--- src/rtl/cpu_pkg.sv ---
// rtl/cpu_pkg.sv - shared state, opcode and op-class definitions for the cpu sequencer
package cpu_pkg;

  localparam int unsigned MUL_CYCLES_DEF = 4;

  typedef enum logic [2:0] {
    ST_FETCH  = 3'd0,
    ST_DECODE = 3'd1,
    ST_EXEC   = 3'd2,
    ST_MUL    = 3'd3,
    ST_MEM    = 3'd4,
    ST_WB     = 3'd5,
    ST_HALT   = 3'd6
  } state_e;

  typedef enum logic [2:0] {
    CLS_NOP,
    CLS_ALU,
    CLS_MUL,
    CLS_LOAD,
    CLS_STORE,
    CLS_JUMP,
    CLS_HALT,
    CLS_ILLEGAL
  } op_class_e;

  // adm and sbm ignore opcode bit 0; only bits [4:1] of those two are compared
  localparam logic [4:0] OP_NOP = 5'b00000;
  localparam logic [4:0] OP_ADR = 5'b00001;
  localparam logic [4:0] OP_ADM = 5'b00010;
  localparam logic [4:0] OP_ADI = 5'b00100;
  localparam logic [4:0] OP_SBR = 5'b00101;
  localparam logic [4:0] OP_SBM = 5'b00110;
  localparam logic [4:0] OP_SBI = 5'b01000;
  localparam logic [4:0] OP_MLR = 5'b01001;
  localparam logic [4:0] OP_XSL = 5'b01010;
  localparam logic [4:0] OP_XSR = 5'b01011;
  localparam logic [4:0] OP_BBO = 5'b01100;
  localparam logic [4:0] OP_STK = 5'b01101;
  localparam logic [4:0] OP_LDR = 5'b01110;
  localparam logic [4:0] OP_STI = 5'b01111;
  localparam logic [4:0] OP_JMR = 5'b11100;
  localparam logic [4:0] OP_HLT = 5'b11111;

  localparam int unsigned STK_POP_BIT = 6;

endpackage

--- src/rtl/op_classify.sv ---
// rtl/op_classify.sv - combinational opcode to instruction-class decoder
module op_classify
  import cpu_pkg::*;
(
  input  logic [4:0] op,
  input  logic       stk_pop,
  output op_class_e  op_class
);

  logic is_alu;

  assign is_alu = (op == OP_ADR) || (op[4:1] == OP_ADM[4:1]) || (op == OP_ADI) ||
                  (op == OP_SBR) || (op[4:1] == OP_SBM[4:1]) || (op == OP_SBI) ||
                  (op == OP_XSL) || (op == OP_XSR) || (op == OP_BBO);

  always_comb begin
    op_class = CLS_ILLEGAL;
    if (is_alu)                                     op_class = CLS_ALU;
    else if (op == OP_MLR)                          op_class = CLS_MUL;
    else if (op == OP_LDR || (op == OP_STK && stk_pop)) op_class = CLS_LOAD;
    else if (op == OP_STI || op == OP_STK)          op_class = CLS_STORE;
    else if (op == OP_JMR)                          op_class = CLS_JUMP;
    else if (op == OP_NOP)                          op_class = CLS_NOP;
    else if (op == OP_HLT)                          op_class = CLS_HALT;
  end

endmodule

--- src/rtl/cpu_sequencer.sv ---
// rtl/cpu_sequencer.sv - fetch/decode/execute control FSM driving memory and datapath strobes
module cpu_sequencer #(
  parameter int unsigned MUL_CYCLES = cpu_pkg::MUL_CYCLES_DEF
) (
  input  logic        CLK,
  input  logic        nRESET,
  input  logic [15:0] MEM_RDATA,
  input  logic        MEM_READY,
  output logic [15:0] IR,
  output logic        MEM_REQ,
  output logic        MEM_WE,
  output logic        ADDR_SEL,
  output logic        REG_WE,
  output logic        FLAG_WE,
  output logic        PC_INC,
  output logic        PC_LOAD,
  output logic        BUSY_MUL,
  output logic        ILLEGAL,
  output logic        HALTED,
  output logic [2:0]  STATE
);
  import cpu_pkg::*;

  localparam logic [3:0] MUL_LOAD = 4'(MUL_CYCLES - 1);

  state_e      state_q, state_d;
  logic [15:0] ir_q, ir_d;
  logic [3:0]  cnt_q, cnt_d;
  // run_q keeps the first fetch request off until one clock after reset release
  logic        run_q, run_d;
  op_class_e   op_class;

  op_classify u_op_classify (
    .op       (ir_q[15:11]),
    .stk_pop  (ir_q[STK_POP_BIT]),
    .op_class (op_class)
  );

  always_ff @(posedge CLK or negedge nRESET) begin
    if (!nRESET) begin
      state_q <= ST_FETCH;
      ir_q    <= 16'h0000;
      cnt_q   <= 4'd0;
      run_q   <= 1'b0;
    end else begin
      state_q <= state_d;
      ir_q    <= ir_d;
      cnt_q   <= cnt_d;
      run_q   <= run_d;
    end
  end

  always_comb begin
    state_d  = state_q;
    ir_d     = ir_q;
    cnt_d    = cnt_q;
    run_d    = 1'b1;
    MEM_REQ  = 1'b0;
    MEM_WE   = 1'b0;
    ADDR_SEL = 1'b0;
    REG_WE   = 1'b0;
    FLAG_WE  = 1'b0;
    PC_INC   = 1'b0;
    PC_LOAD  = 1'b0;
    BUSY_MUL = 1'b0;
    ILLEGAL  = 1'b0;
    HALTED   = 1'b0;

    unique case (state_q)
      ST_FETCH: begin
        if (run_q) begin
          MEM_REQ = 1'b1;
          if (MEM_READY) begin
            ir_d    = MEM_RDATA;
            state_d = ST_DECODE;
          end
        end
      end
      ST_DECODE: state_d = ST_EXEC;
      ST_EXEC: begin
        state_d = ST_FETCH;
        unique case (op_class)
          CLS_ALU: begin
            REG_WE  = 1'b1;
            FLAG_WE = 1'b1;
            PC_INC  = 1'b1;
          end
          CLS_MUL: begin
            cnt_d   = MUL_LOAD;
            state_d = ST_MUL;
          end
          CLS_LOAD, CLS_STORE: state_d = ST_MEM;
          CLS_JUMP: PC_LOAD = 1'b1;
          CLS_NOP:  PC_INC  = 1'b1;
          CLS_HALT: state_d = ST_HALT;
          default: begin
            PC_INC  = 1'b1;
            ILLEGAL = 1'b1;
          end
        endcase
      end
      ST_MUL: begin
        BUSY_MUL = 1'b1;
        if (cnt_q == 4'd0) begin
          REG_WE  = 1'b1;
          FLAG_WE = 1'b1;
          PC_INC  = 1'b1;
          state_d = ST_FETCH;
        end else begin
          cnt_d = cnt_q - 4'd1;
        end
      end
      ST_MEM: begin
        MEM_REQ  = 1'b1;
        ADDR_SEL = 1'b1;
        MEM_WE   = (op_class == CLS_STORE);
        if (MEM_READY) begin
          if (op_class == CLS_STORE) begin
            PC_INC  = 1'b1;
            state_d = ST_FETCH;
          end else begin
            state_d = ST_WB;
          end
        end
      end
      ST_WB: begin
        REG_WE  = 1'b1;
        PC_INC  = 1'b1;
        state_d = ST_FETCH;
      end
      ST_HALT: HALTED = 1'b1;
      default: state_d = ST_FETCH;
    endcase
  end

  assign IR    = ir_q;
  assign STATE = state_q;

endmodule

--- config.mk ---
export PLATFORM = sky130hd
export DESIGN_NAME = cpu_sequencer
export DESIGN_NICKNAME = d
export VERILOG_FILES = /design/src/rtl/cpu_pkg.sv /design/src/rtl/op_classify.sv /design/src/rtl/cpu_sequencer.sv
export SDC_FILE = /design/constraint.sdc
export NUM_CORES = 1
export LEC_CHECK = 0
export BUFFER_PORTS_ARGS = -buffer_cell sky130_fd_sc_hd__buf_2
export CORE_ASPECT_RATIO = 0.7
export CORE_MARGIN = 4
export CORE_UTILIZATION = 45
export CTS_BUF_LIST = sky130_fd_sc_hd__clkbuf_2 sky130_fd_sc_hd__clkbuf_4 sky130_fd_sc_hd__clkbuf_8
export DETAILED_ROUTE_END_ITERATION = 16
export PLACE_DENSITY = 0.84
export SETUP_SLACK_MARGIN = 0.05
export SLEW_MARGIN = 15
export SYNTH_ARGS = -nofsm -noshare
export SYNTH_HDL_FRONTEND = slang
export SYNTH_HIERARCHICAL = 1
export SYNTH_SLANG_ARGS = --single-unit
--- constraint.sdc ---
create_clock -name CLK -period 1.6 [get_ports CLK]
set_input_delay 0.08 -clock CLK [delete_from_list [all_inputs] [get_ports CLK]]
set_output_delay 0.08 -clock CLK [all_outputs]
set_load 0.01 [all_outputs]
# After elaboration in Yosys (flattened, before gate mapping)
# Cells that the tools add are included.
word_totals:
  regBits: 24
  latchBits: 0
  ramBits: 0
  rom_bits: 0
  input_bits: 19
  out_inout_bits: 29
  word_cells: 96
  memories: 0
op_classes:
  n_addsub: 1
  mul: 0
  div_mod_pow: 0
  magnitude_cmp: 0
  n_eq_ne: 33
  n_shift: 0
  n_mux: 35
  bitwise_logic: 1
  n_reduce_logical: 22
op_table:
  columns: ["operator", "count"]
  rows:
  - ["== test 5 x 4 -> 1 bit (second input constant)", 8]
  - ["2-to-1 mux 3 bit", 11]
  - ["== test 3 bit (second input constant)", 6]
  - ["case mux 3 bit (6 select lines)", 1]
  - ["2-to-1 mux 1 bit", 15]
  - ["== test 3 x 2 -> 1 bit (second input constant)", 4]
  - ["inequality test 2 bit (second input constant)", 6]
  - ["== test 5 x 3 -> 1 bit (second input constant)", 2]
  - ["== test 5 bit (second input constant)", 2]
  - ["logical OR 1 bit", 10]
  - ["case mux 3 bit (3 select lines)", 1]
  - ["2-to-1 mux 4 bit", 2]
  - ["case mux 4 bit (2 select lines)", 1]
  - ["OR reduction 7 bit", 1]
  - ["== test 3 x 1 -> 1 bit (second input constant)", 2]
  - ["zero test 3 bit", 2]
  - ["AND reduction 3 bit", 2]
  - ["== test 5 x 1 -> 1 bit (second input constant)", 1]
  - ["zero test 5 bit", 1]
  - ["AND reduction 5 bit", 1]
  - ["OR reduction 5 bit", 1]
  - ["== test 4 x 1 -> 1 bit (second input constant)", 1]
  - ["== test 4 x 2 -> 1 bit (second input constant)", 1]
  - ["zero test 4 bit", 1]
  - ["other kinds (8)", 9]

# Depth between registers and ports, before layout
# Gate-level depths: netlist of run 1.
depth:
  word_depth: 14
  ltp_mapped: 7
  depth_no_buf: 6

# By module
# The synthesis of run 1 kept the hierarchy.
by_module_without_submodules:
  columns: ["module", "n_inst", "cells_each", "area_each_um2", "seq_area_each_um2"]
  rows:
  - ["cpu_sequencer", 1, 104, 1272.5, 600.6]
  - ["op_classify", 1, 13, 85.1, 0.0]

# Worst setup path before layout of run 1
# No wires, ideal clock.
synth_timing:
  kind: "flip-flop to output port"
  startpoint: "register ir_q[13] (netlist: IR[13])"
  endpoint: "output REG_WE"
  arrival_ps: 1693
  required_ps: 1520
  path_slack_ps: -173
  stages_incl_launch_ff: 7
  n_path_buf: 0
  path_cell_list: "dfrtp_1 > a211oi_1 > a21oi_1 > a2bb2oi_1 > nor4b_1 > o21a_1 > a31o_2"
synth_between:
  elab_chain_len: 13
  word_cells_on_any_way: 37
  cone_classes: "eq/ne: 16; mux: 9; reduce/logical: 12"
synth_lines:
  columns: ["item", "line", "source"]
  rows:
  - ["from (decl)", "cpu_sequencer.sv:27", "logic [15:0] ir_q, ir_d;"]
  - ["from (signal assigned)", "cpu_sequencer.sv:47", "ir_q <= ir_d;"]
  - ["parallel branches: the longest is 9 deep, another holds == test 5 bit", null, null]
  - ["2-to-1 mux 3 bit *", "op_classify.sv:18", "if (is_alu) op_class = CLS_ALU;"]
  - ["named net op_class[0]", "cpu_sequencer.sv:31", "op_class_e op_class;"]
  - ["== test 3 x 1 -> 1 bit *", "cpu_sequencer.sv:82", "unique case (op_class)"]
  - ["2-to-1 mux 1 bit *", "cpu_sequencer.sv:82", null]
  - ["case mux 1 bit (3 select lines) *", "cpu_sequencer.sv:69", "unique case (state_q)"]
  - ["to (decl)", "cpu_sequencer.sv:13", "output logic REG_WE,"]
# Mark *: on every way through the listed nets, which the timed path passes.

# Final worst setup path of run 1
layout_timing:
  startpoint: "register ir_q[11] (netlist: IR[11])"
  endpoint: "output PC_INC"
layout_between:
  elab_chain_len: 14
  word_cells_on_any_way: 42
  cone_classes: "eq/ne: 18; mux: 11; reduce/logical: 13"
layout_lines:
  columns: ["item", "line", "source"]
  rows:
  - ["== test 5 x 1 -> 1 bit", "op_classify.sv:12", "assign is_alu = (op == OP_ADR) || (op[4:1] == OP_ADM[4:1]) || (op == OP_ADI) ||"]
  - ["logical OR 1 bit (3 in a row)", "op_classify.sv:12", null]
  - ["logical OR 1 bit (3 in a row)", "op_classify.sv:13", "(op == OP_SBR) || (op[4:1] == OP_SBM[4:1]) || (op == OP_SBI) ||"]
  - ["logical OR 1 bit (2 in a row)", "op_classify.sv:14", "(op == OP_XSL) || (op == OP_XSR) || (op == OP_BBO);"]
  - ["2-to-1 mux 3 bit *", "op_classify.sv:18", null]
  - ["named net op_class[1]", "cpu_sequencer.sv:31", null]
  - ["== test 3 bit, or another cell as far along", "cpu_sequencer.sv:82, cpu_sequencer.sv:118", null]
  - ["OR reduction 5 bit (no source line) / 2-to-1 mux 1 bit (equally long branches)", null, null]
  - ["2-to-1 mux 1 bit, on equally long branches", "cpu_sequencer.sv:82, cpu_sequencer.sv:117", null]
  - ["case mux 1 bit (4 select lines) *", "cpu_sequencer.sv:69", null]
  - ["to (decl)", "cpu_sequencer.sv:15", "output logic PC_INC,"]
# Mark *: on every way through the listed nets, which the timed path passes. The rest lies on a longest branch.

==> qor.txt, run 1 <==
Outcome -> finished, violations left
Failing checks -> setup timing
Netlist cell types -> 43
Max transition margin -> 64.4%
CTS Buffer Depth -> 2
Layout area overhead -> 47.9%
DIE AREA -> 3970 sq um
Final nets -> 210
DR vias/cell -> 5.61
Initial Util -> 47.8%
Crit Path Category -> reg -> out
Clock Latency Late Sink -> 0.27 ns
Synthesis Warnings -> 6
Cell Rows -> 16
Post-Syn Area -> 1360 sq um
DRT iter0 DRCs -> 130
First drt pass iteration count -> 4
Clock share of power -> 9.2%
Syn avg cell area -> 11.6 sq um
Slew at the pin with the worst max-slew slack -> 0.534 ns
Crit start category -> register
CTS Root Cell -> clkbuf_8
Share of cells above drive strength 1 -> 66.0%
Pint -> 2.67 mW
Final critical-path setup slack -> -0.465 ns
Die X -> 73.7 um
Clock skew -> 0.00615 ns
CP required -> 1.52 ns
Post-synth EDFFs -> 0
Vias in the first global route -> 1294
Filler instances -> 212
Peak VDD IR -> 0.00109 V
Core area -> 2840 sq um
Cell count after synthesis -> 117
Worst Path Max Fanout -> 7
LEAKAGE -> 0.977 nW
GPL Wtd Cong -> 0.839
Drt wl/cell -> 18.3 um
DP Area -> 1770 sq um
Via count -> 1256
Multi-input gate area -> 835 sq um
Total Routing Usage GR -> 21.4%
Net Sw Power -> 1.87 mW
Post-DP HPWL -> 2700 um
# Max-Cap Violations -> 0
Sequential Area -> 608 sq um
FF+latch count, synth -> 24
PwrDens -> 2260 nW/um^2
Largest net degree at the start of global routing -> 25
Initial antenna violation count -> 0
Max-slew violations -> 0
Sequential share of power -> 27.4%
PortBufs -> 47
Post-Route WL -> 4090 um
Synth top area share -> 44.2%
Comb power frac -> 63.4%
Crit path DAT -> 1.99 ns
Crit end category -> primary output
Fin. Hold Viols -> 0
Clock transition at path regs -> 0.09 ns
Async set-or-reset flop fraction in the synthesized netlist -> 100%
First-pass GRT wire length -> 6310 um
# clock sinks -> 24
# IOs -> 48
Primary FF master, synth -> dfrtp_1
Max H-tree Level -> 1
DP Worst Slack -> -0.167 ns
RSZ-0062 raised after global routing -> true
Fin area -> 2010 sq um
Final Setup Violations -> 13
CTS tree -> built
Switching Share -> 41.1%
Die Height -> 54.0 um
Gr ovfl total -> 0
Antenna diodes -> 0
Final period util -> 129%
Fmax achieved -> 0.484 GHz
Ranking of synthesized cells by area -> dfrtp_1 44%, mux2_4 11%, mux2_2 5.0%, nor4bb_1 2.2%, o21ai_0 2.2%
CTS Buf Count -> 3
Worst min-delay path category -> in -> reg
DRC violation count after routing -> 0
Seq/Total Area, Yosys -> 44.2%
Post-layout util -> 70.6%
Synth area leader -> dfrtp_1
Post-Syn Nets -> 138
Fin crit period -> 2.07 ns
Antenna viol nets, final -> 0
[power by group through the flow]
stage / registers, mW / clock network [mW] / logic (mW)
2_1_floorplan: 1.31 / 0 / 1.32
3_3_place_gp: 1.15 / 0 / 2.25
3_5_place_dp: 1.19 / 0 / 2.35
4_1_cts: 1.20 / 0.424 / 2.56
5_1_grt: 1.29 / 0.460 / 3.08
6_report: 1.24 / 0.416 / 2.88
[sequential cells by signal (all words and copies together) (netlist names)]
name	flops
IR	16
STATE	3
cnt_q	4
run_q	1
[through the flow]
step | hold slack, ns | std cells | total power [mW] | setup TNS, ns
finish | 0.0393 | 224 | 4.54 | -3.66
floorplan | -0.216 | 117 | 2.63 | -0.0634
CTS | 0.0352 | 220 | 4.19 | -2.75
global placement | 0.0843 | 212 | 3.40 | -0.401
detailed placement | 0.0972 | 212 | 3.54 | -1.44
global route | 0.0290 | 224 | 4.83 | -4.89
[path summary, 6_finish.rpt]
| kind | from | endpoint | slack (ns) | cells after the start |
|---|---|---|---|---|
| max | IR[11]$_DFFE_PN0P_ | PC_INC | -0.47 | 8 |
| max reg2reg | IR[6]$_DFFE_PN0P_ | STATE[2]$_DFFE_PN0P_ | -0.25 | 7 |
| min reg2reg | IR[7]$_DFFE_PN0P_ | IR[7]$_DFFE_PN0P_ | 0.51 | 1 |
| min | MEM_RDATA[7] | IR[7]$_DFFE_PN0P_ | 0.04 | 2 |
| min in group asynchronous | nRESET | cnt_q[0]$_DFFE_PN0P_ | 0.32 | 2 |
| max in group asynchronous | nRESET | IR[15]$_DFFE_PN0P_ | 0.89 | 2 |
[what timing repair did]
item	in CTS	in global routing
endpoints found under the hold margin	24	0
pin swaps	4	5
gates resized for setup	10	13
setup endpoints to repair	13	13
hold buffers	1	0
buffers inserted	3	5
[final cells by class]
class	instances	share of cell area, %
sequential	24	30.3
multi-input combinational	81	41.6
timing repair buffer	73	22.1
tap	36	2.24
inverter	6	1.12
clock buffer	4	2.74
[cells by family (layout without fill, tap and decap cells)]
family,Yosys count,after routing,share of synthesized area [%]
buffers and inverters,12,83,5.34
adder cells (fa/ha/maj),2,2,1.84
flip-flops,24,24,44.2
XOR/XNOR,1,1,0.645
AO/OA/AOI/OAI,29,29,15.2
multiplexers,17,17,16.8
other,1,1,0.276
AND/OR/NAND/NOR,31,31,15.7
[cells in the mapped netlist, drive strengths merged, types with 2 or more instances]
master,number
a22o,2
mux2,16
a2bb2oi,2
nor2,3
nand2b,3
nor2b,2
ha,2
a21oi,3
nor4bb,3
nor3b,4
inv,6
nor3,5
o21ai,6
o211ai,4
dfrtp,24
nand4bb,2
o21a,2
buf,5
nand2,3
nor4b,2
[worst max-delay path: stages, from the launching register on]
cell,delay [ns]
dfrtp_2,0.47
nor3b_4,0.17
a21o_1,0.17
a2bb2oi_2,0.16
buf_6,0.16
a21bo_4,0.13
a31oi_2,0.09
o31ai_2,0.22
buf_2,0.16
[cell usage in the layout (no fill, tap or decap), types with 3 or more instances in the layout]
master and instances:
mux2_4 10, dfrtp_2 6, clkbuf_8 4, nand2_1 3, o21ai_1 3, dfrtp_1 18
inv_1 4, buf_4 24, nor3_1 4, buf_2 46, mux2_2 6, o211ai_1 4
[routing by layer]
layer  vias up  share of wire [%]  GRT usage [%]
li1        578                  -              -
met1       626                 41           25.7
met2        42                 51           36.2
met3        10                5.4           5.78
met4         0                1.9           9.94
met5         -                  0              0
Power figures use the tool's default switching activity.
==> run 2: changes to the inputs <==
Settings changed: CAP_MARGIN set to 20, SKIP_CTS_REPAIR_TIMING set to 1.
==> qor.txt, run 2 (synthesized netlist as in run 1, its figures left out) <==
Drt wl/cell -> 17.9 um (was 18.3 um)
DRT iter0 DRCs -> 97 (was 130)
Post-Route WL -> 3930 um (was 4090 um)
Via count -> 1260 (was 1256)
Clock Latency Late Sink -> 0.27 ns (about the same)
First drt pass iteration count -> 4 (unchanged)
Most common cell after layout, fill and taps aside -> buf_2 (unchanged)
PwrDens -> 2240 nW/um^2 (was 2260 nW/um^2)
Final critical-path setup slack -> -0.569 ns (was -0.465 ns)
CP required -> 1.52 ns (about the same)
DP Worst Slack -> -0.167 ns (unchanged)
DP Area -> 1770 sq um (unchanged)
Failing checks -> setup timing (unchanged)
Final Setup Violations -> 13 (unchanged)
DIE AREA -> 3970 sq um (unchanged)
Cell Rows -> 16 (unchanged)
Antenna viol nets, final -> 0 (unchanged)
GPL Wtd Cong -> 0.839 (unchanged)
Fin area -> 1940 sq um (was 2010 sq um)
Vias in the first global route -> 1238 (was 1294)
# clock sinks -> 24 (unchanged)
CTS tree -> built (unchanged)
DR vias/cell -> 5.73 (was 5.61)
Layout area overhead -> 43.0% (was 47.9%)
First-pass GRT wire length -> 5840 um (was 6310 um)
Core area -> 2840 sq um (unchanged)
Worst-path cell chain -> a211oi_2, a21oi_2, a2bb2oi_4, nor4bb_4, o211ai_1, o31ai_2, buf_2 (was nor3b_4, a21o_1, a2bb2oi_2, buf_6, a21bo_4, a31oi_2, o31ai_2, buf_2)
Die X -> 73.7 um (unchanged)
Max H-tree Level -> 1 (unchanged)
Total Power -> 4.34 mW (was 4.54 mW)
Initial antenna violation count -> 0 (unchanged)
Crit end category -> primary output (unchanged)
Slew at the pin with the worst max-slew slack -> 0.535 ns (was 0.534 ns)
Max-slew violations -> 0 (unchanged)
CP max stage delay -> 0.47 ns (about the same)
Peak VDD IR -> 0.00106 V (was 0.00109 V)
Clock transition at path regs -> 0.09 ns (about the same)
RSZ-0062 raised after global routing -> true (unchanged)
Final nets -> 206 (was 210)
Max transition margin -> 64.3% (was 64.4%)
Clock skew -> 0.00857 ns (was 0.00615 ns)
Worst Path Max Fanout -> 8 (was 7)
Hold_ws -> 0.0337 ns (was 0.0393 ns)
Post-DP HPWL -> 2700 um (unchanged)
Final period util -> 136% (was 129%)
Fin crit period -> 2.17 ns (was 2.07 ns)
Filler instances -> 225 (was 212)
Largest net degree at the start of global routing -> 25 (unchanged)
Initial Util -> 47.8% (unchanged)
CTS Buf Count -> 3 (unchanged)
Gr ovfl total -> 0 (unchanged)
Highest-count cells in the layout ignoring fill and taps -> 47 x buf_2, 20 x buf_4, 18 x dfrtp_1 (was 46 x buf_2, 24 x buf_4, 18 x dfrtp_1)
Largest register FFs -> 16 (unchanged)
Fmax achieved -> 0.461 GHz (was 0.484 GHz)
Crit path DAT -> 2.09 ns (was 1.99 ns)
Total Routing Usage GR -> 19.6% (was 21.4%)
Antenna diodes -> 0 (unchanged)
Worst min-delay path category -> in -> reg (unchanged)
CTS Buffer Depth -> 2 (unchanged)
Outcome -> finished, violations left (unchanged)
Crit Path Category -> reg -> out (unchanged)
CTS Root Cell -> clkbuf_8 (unchanged)
Slowest stage cell, crit path -> dfrtp_2 (unchanged)
Crit start category -> register (unchanged)
# Max-Cap Violations -> 0 (unchanged)
# IOs -> 48 (unchanged)
Fin. Hold Viols -> 0 (unchanged)
DRC violation count after routing -> 0 (unchanged)
PortBufs -> 47 (unchanged)
LEAKAGE -> 0.945 nW (was 0.977 nW)
Die Height -> 54.0 um (unchanged)
Share of cells above drive strength 1 -> 64.1% (was 66.0%)
run 2: critical path: cells and delay by family (launching register included):
kind                   cells  cell delay, ns
flip-flops                 1            0.47
buffers and inverters      1            0.18
AND/OR/NAND/NOR            1            0.31
AO/OA/AOI/OAI              5            0.86
run 2: power by group:
group | internal (mW) | switching [mW]
Combinational | 1.44 | 1.26
Sequential | 0.911 | 0.313
Clock | 0.220 | 0.199
run 2: per-stage QoR:
step / std cells / util [%] / TNS (ns)
2_1_floorplan: 117 / - / -0.0634
3_3_place_gp: 212 / 62.4 / -0.401
3_5_place_dp: 212 / 62.4 / -1.44
4_1_cts: 216 / 64.3 / -3.39
5_1_grt: 220 / 68.3 / -5.31
6_report: 220 / 68.3 / -4.30
run 2: per-layer routing:
metal	vias up	track usage [%]	wire length, um
met4	0	5.72	57
li1	571	-	-
met3	8	6.90	252
met5	-	0	0
met1	636	22.7	1660
met2	45	34.6	1950
run 2: final cells by class:
type	count	area [sq um]	area share, %
clock buffers	4	55.1	2.84
multi-input cells	81	805	41.4
inverters	6	22.5	1.16
well taps	36	45.0	2.32
repair buffers	69	407	20.9
flip-flops and latches	24	608	31.3
run 2: path summary, 6_finish.rpt:
path                            cells after the start                from  slack [ns]              endpoint
worst max-delay path                                7  IR[12]$_DFFE_PN0P_       -0.57                PC_INC
worst min-delay path                                2        MEM_RDATA[0]        0.03     IR[0]$_DFFE_PN0P_
worst max register to register                      7  IR[12]$_DFFE_PN0P_       -0.28  cnt_q[3]$_DFFE_PN0P_
worst min register to register                      1   IR[7]$_DFFE_PN0P_        0.51     IR[7]$_DFFE_PN0P_
max in group asynchronous                           2              nRESET        0.89    IR[15]$_DFFE_PN0P_
min in group asynchronous                           2              nRESET        0.31  cnt_q[0]$_DFFE_PN0P_
==> run 3: changes to the inputs <==
Settings changed: CORE_ASPECT_RATIO 0.7 to 1.2, TNS_END_PERCENT set to 50.
==> qor.txt, run 3 (synthesized netlist as in run 1, its figures left out) <==
Fin area -> 2110 sq um (was 1940 sq um)
Die Height -> 68.2 um (was 54.0 um)
Final period util -> 134% (was 136%)
# IOs -> 48 (unchanged)
Total Power -> 4.36 mW (was 4.34 mW)
# clock sinks -> 24 (unchanged)
GPL Wtd Cong -> 0.792 (was 0.839)
Reg2reg path depth -> 7 (unchanged)
Setup TNS -> -3.95 ns (was -4.30 ns)
Clock transition at path regs -> 0.14 ns (was 0.09 ns)
Slew at the pin with the worst max-slew slack -> 0.529 ns (was 0.535 ns)
DRC violation count after routing -> 0 (unchanged)
PwrDens -> 2070 nW/um^2 (was 2240 nW/um^2)
End of the worst hold path -> STATE[0]$_DFFE_PN0P_ (was IR[0]$_DFFE_PN0P_)
RSZ-0062 raised after global routing -> true (unchanged)
CTS Buf Count -> 3 (unchanged)
Core area -> 2840 sq um (about the same)
Placed insts -> 210 (was 212)
Total Routing Usage GR -> 18.0% (was 19.6%)
Worst r2r src -> IR[13]$_DFFE_PN0P_ (was IR[12]$_DFFE_PN0P_)
DR vias/cell -> 5.47 (was 5.73)
Clock skew -> 0.00965 ns (was 0.00857 ns)
Antenna viol nets, final -> 0 (unchanged)
Most common cell after layout, fill and taps aside -> buf_2 (unchanged)
Crit start category -> register (unchanged)
Largest register FFs -> 16 (unchanged)
Max-slew violations -> 0 (unchanged)
DRT iter0 DRCs -> 23 (was 97)
Drt wl/cell -> 15.9 um (was 17.9 um)
Cell Rows -> 21 (was 16)
Fin. Hold Viols -> 0 (unchanged)
Filler instances -> 199 (was 225)
Final Non-Filler Cells -> 236 (was 220)
Worst r2r dst -> cnt_q[3]$_DFFE_PN0P_ (unchanged)
Share of cells above drive strength 1 -> 57.4% (was 64.1%)
WHS Path Cells -> 3 (was 2)
PortBufs -> 47 (unchanged)
Antenna diodes -> 0 (unchanged)
Initial Util -> 47.8% (about the same)
DP Area -> 1770 sq um (about the same)
Worst min-delay path category -> in -> reg (unchanged)
# Max-Cap Violations -> 0 (unchanged)
Largest net degree at the start of global routing -> 25 (unchanged)
Post-layout util -> 74.3% (was 68.3%)
CP required -> 1.52 ns (about the same)
Final Setup Violations -> 12 (was 13)
Initial antenna violation count -> 1 (was 0)
First-pass GRT wire length -> 5550 um (was 5840 um)
Highest-count cells in the layout ignoring fill and taps -> 47 x buf_2, 20 x buf_4, 19 x dfrtp_1 (was 47 x buf_2, 20 x buf_4, 18 x dfrtp_1)
Crit path DAT -> 2.06 ns (was 2.09 ns)
R2R setup slack -> -0.25 ns (was -0.28 ns)
LEAKAGE -> 1.02 nW (was 0.945 nW)
CTS tree -> built (unchanged)
Via count -> 1290 (was 1260)
Gr ovfl total -> 0 (unchanged)
Post-Route WL -> 3760 um (was 3930 um)
Failing checks -> setup timing (unchanged)
Fmax achieved -> 0.466 GHz (was 0.461 GHz)
DIE AREA -> 3960 sq um (was 3970 sq um)
Crit Path Category -> reg -> out (unchanged)
Final nets -> 224 (was 206)
Crit end category -> primary output (unchanged)
First drt pass iteration count -> 4 (unchanged)
Vias in the first global route -> 1234 (was 1238)
Fin crit period -> 2.14 ns (was 2.17 ns)
Clock Latency Late Sink -> 0.33 ns (was 0.27 ns)
Max H-tree Level -> 1 (unchanged)
CTS Buffer Depth -> 2 (unchanged)
Final critical-path setup slack -> -0.545 ns (was -0.569 ns)
Max transition margin -> 64.7% (was 64.3%)
Layout area overhead -> 55.4% (was 43.0%)
Worst Path Max Fanout -> 7 (was 8)
Post-DP HPWL -> 2540 um (was 2700 um)
Peak VDD IR -> 0.00150 V (was 0.00106 V)
Hold_sp -> MEM_READY (was MEM_RDATA[0])
CTS Root Cell -> clkbuf_4 (was clkbuf_8)
Outcome -> finished, violations left (unchanged)
Die X -> 58.1 um (was 73.7 um)
run 3: cell types whose count changed in the layout (fill, tap and decap cells not counted), sizes merged:
cell	delta
bufinv	+1
clkbuf	-1
dlygate4sd3	+16
buf	+2
run 3: worst max-delay path by stage:
stage | slack [ns] | to | start
after detailed placement | -0.17 | cnt_q[3]$_DFFE_PN0P_ | IR[11]$_DFFE_PN0P_
after global routing | -0.62 | REG_WE | IR[11]$_DFFE_PN0P_
after CTS | -0.58 | REG_WE | IR[11]$_DFFE_PN0P_
after floorplan | -0.03 | cnt_q[3]$_DFFE_PN0P_ | IR[11]$_DFFE_PN0P_
after global placement | -0.10 | cnt_q[3]$_DFFE_PN0P_ | IR[6]$_DFFE_PN0P_
final | -0.54 | PC_INC | IR[13]$_DFFE_PN0P_
run 3: layout make-up:
type / count / area (sq um) / share of cell area, %
multi-input combinational: 81 / 796 / 37.7
inverter: 6 / 22.5 / 1.07
clock inverter: 1 / 30.0 / 1.42
timing repair buffer: 87 / 589 / 27.9
sequential: 24 / 607 / 28.8
tap: 34 / 42.5 / 2.02
clock buffer: 3 / 22.5 / 1.07
run 3: per-layer routing:
| metal | vias up | share of wire, % | global-route usage, % |
|---|---|---|---|
| met3 | 6 | 7.3 | 3.40 |
| met5 | - | 0.19 | 0 |
| li1 | 603 | - | - |
| met1 | 624 | 38 | 19.9 |
| met2 | 55 | 54 | 34.9 |
| met4 | 2 | 1.1 | 4.93 |
run 3: power breakdown:
group | total (mW) | switching [mW] | internal, mW
logic | 2.71 | 1.23 | 1.48
registers | 1.20 | 0.291 | 0.906
clock network | 0.452 | 0.199 | 0.253
run 3: critical path, cell delays in order (launching register included):
cell and delay (ns):
dfrtp_2 0.48, a211oi_2 0.28, a21oi_2 0.08, a2bb2oi_4 0.20, nor4bb_2 0.32, o211ai_1 0.14
o31ai_2 0.08, buf_2 0.17
run 3: through the flow:
stage	hold WS [ns]	setup WS (ns)
2_1_floorplan	-0.216	-0.0268
3_3_place_gp	0.0778	-0.105
3_5_place_dp	0.0898	-0.168
4_1_cts	-0.282	-0.581
5_1_grt	0.0662	-0.624
6_report	0.0719	-0.545
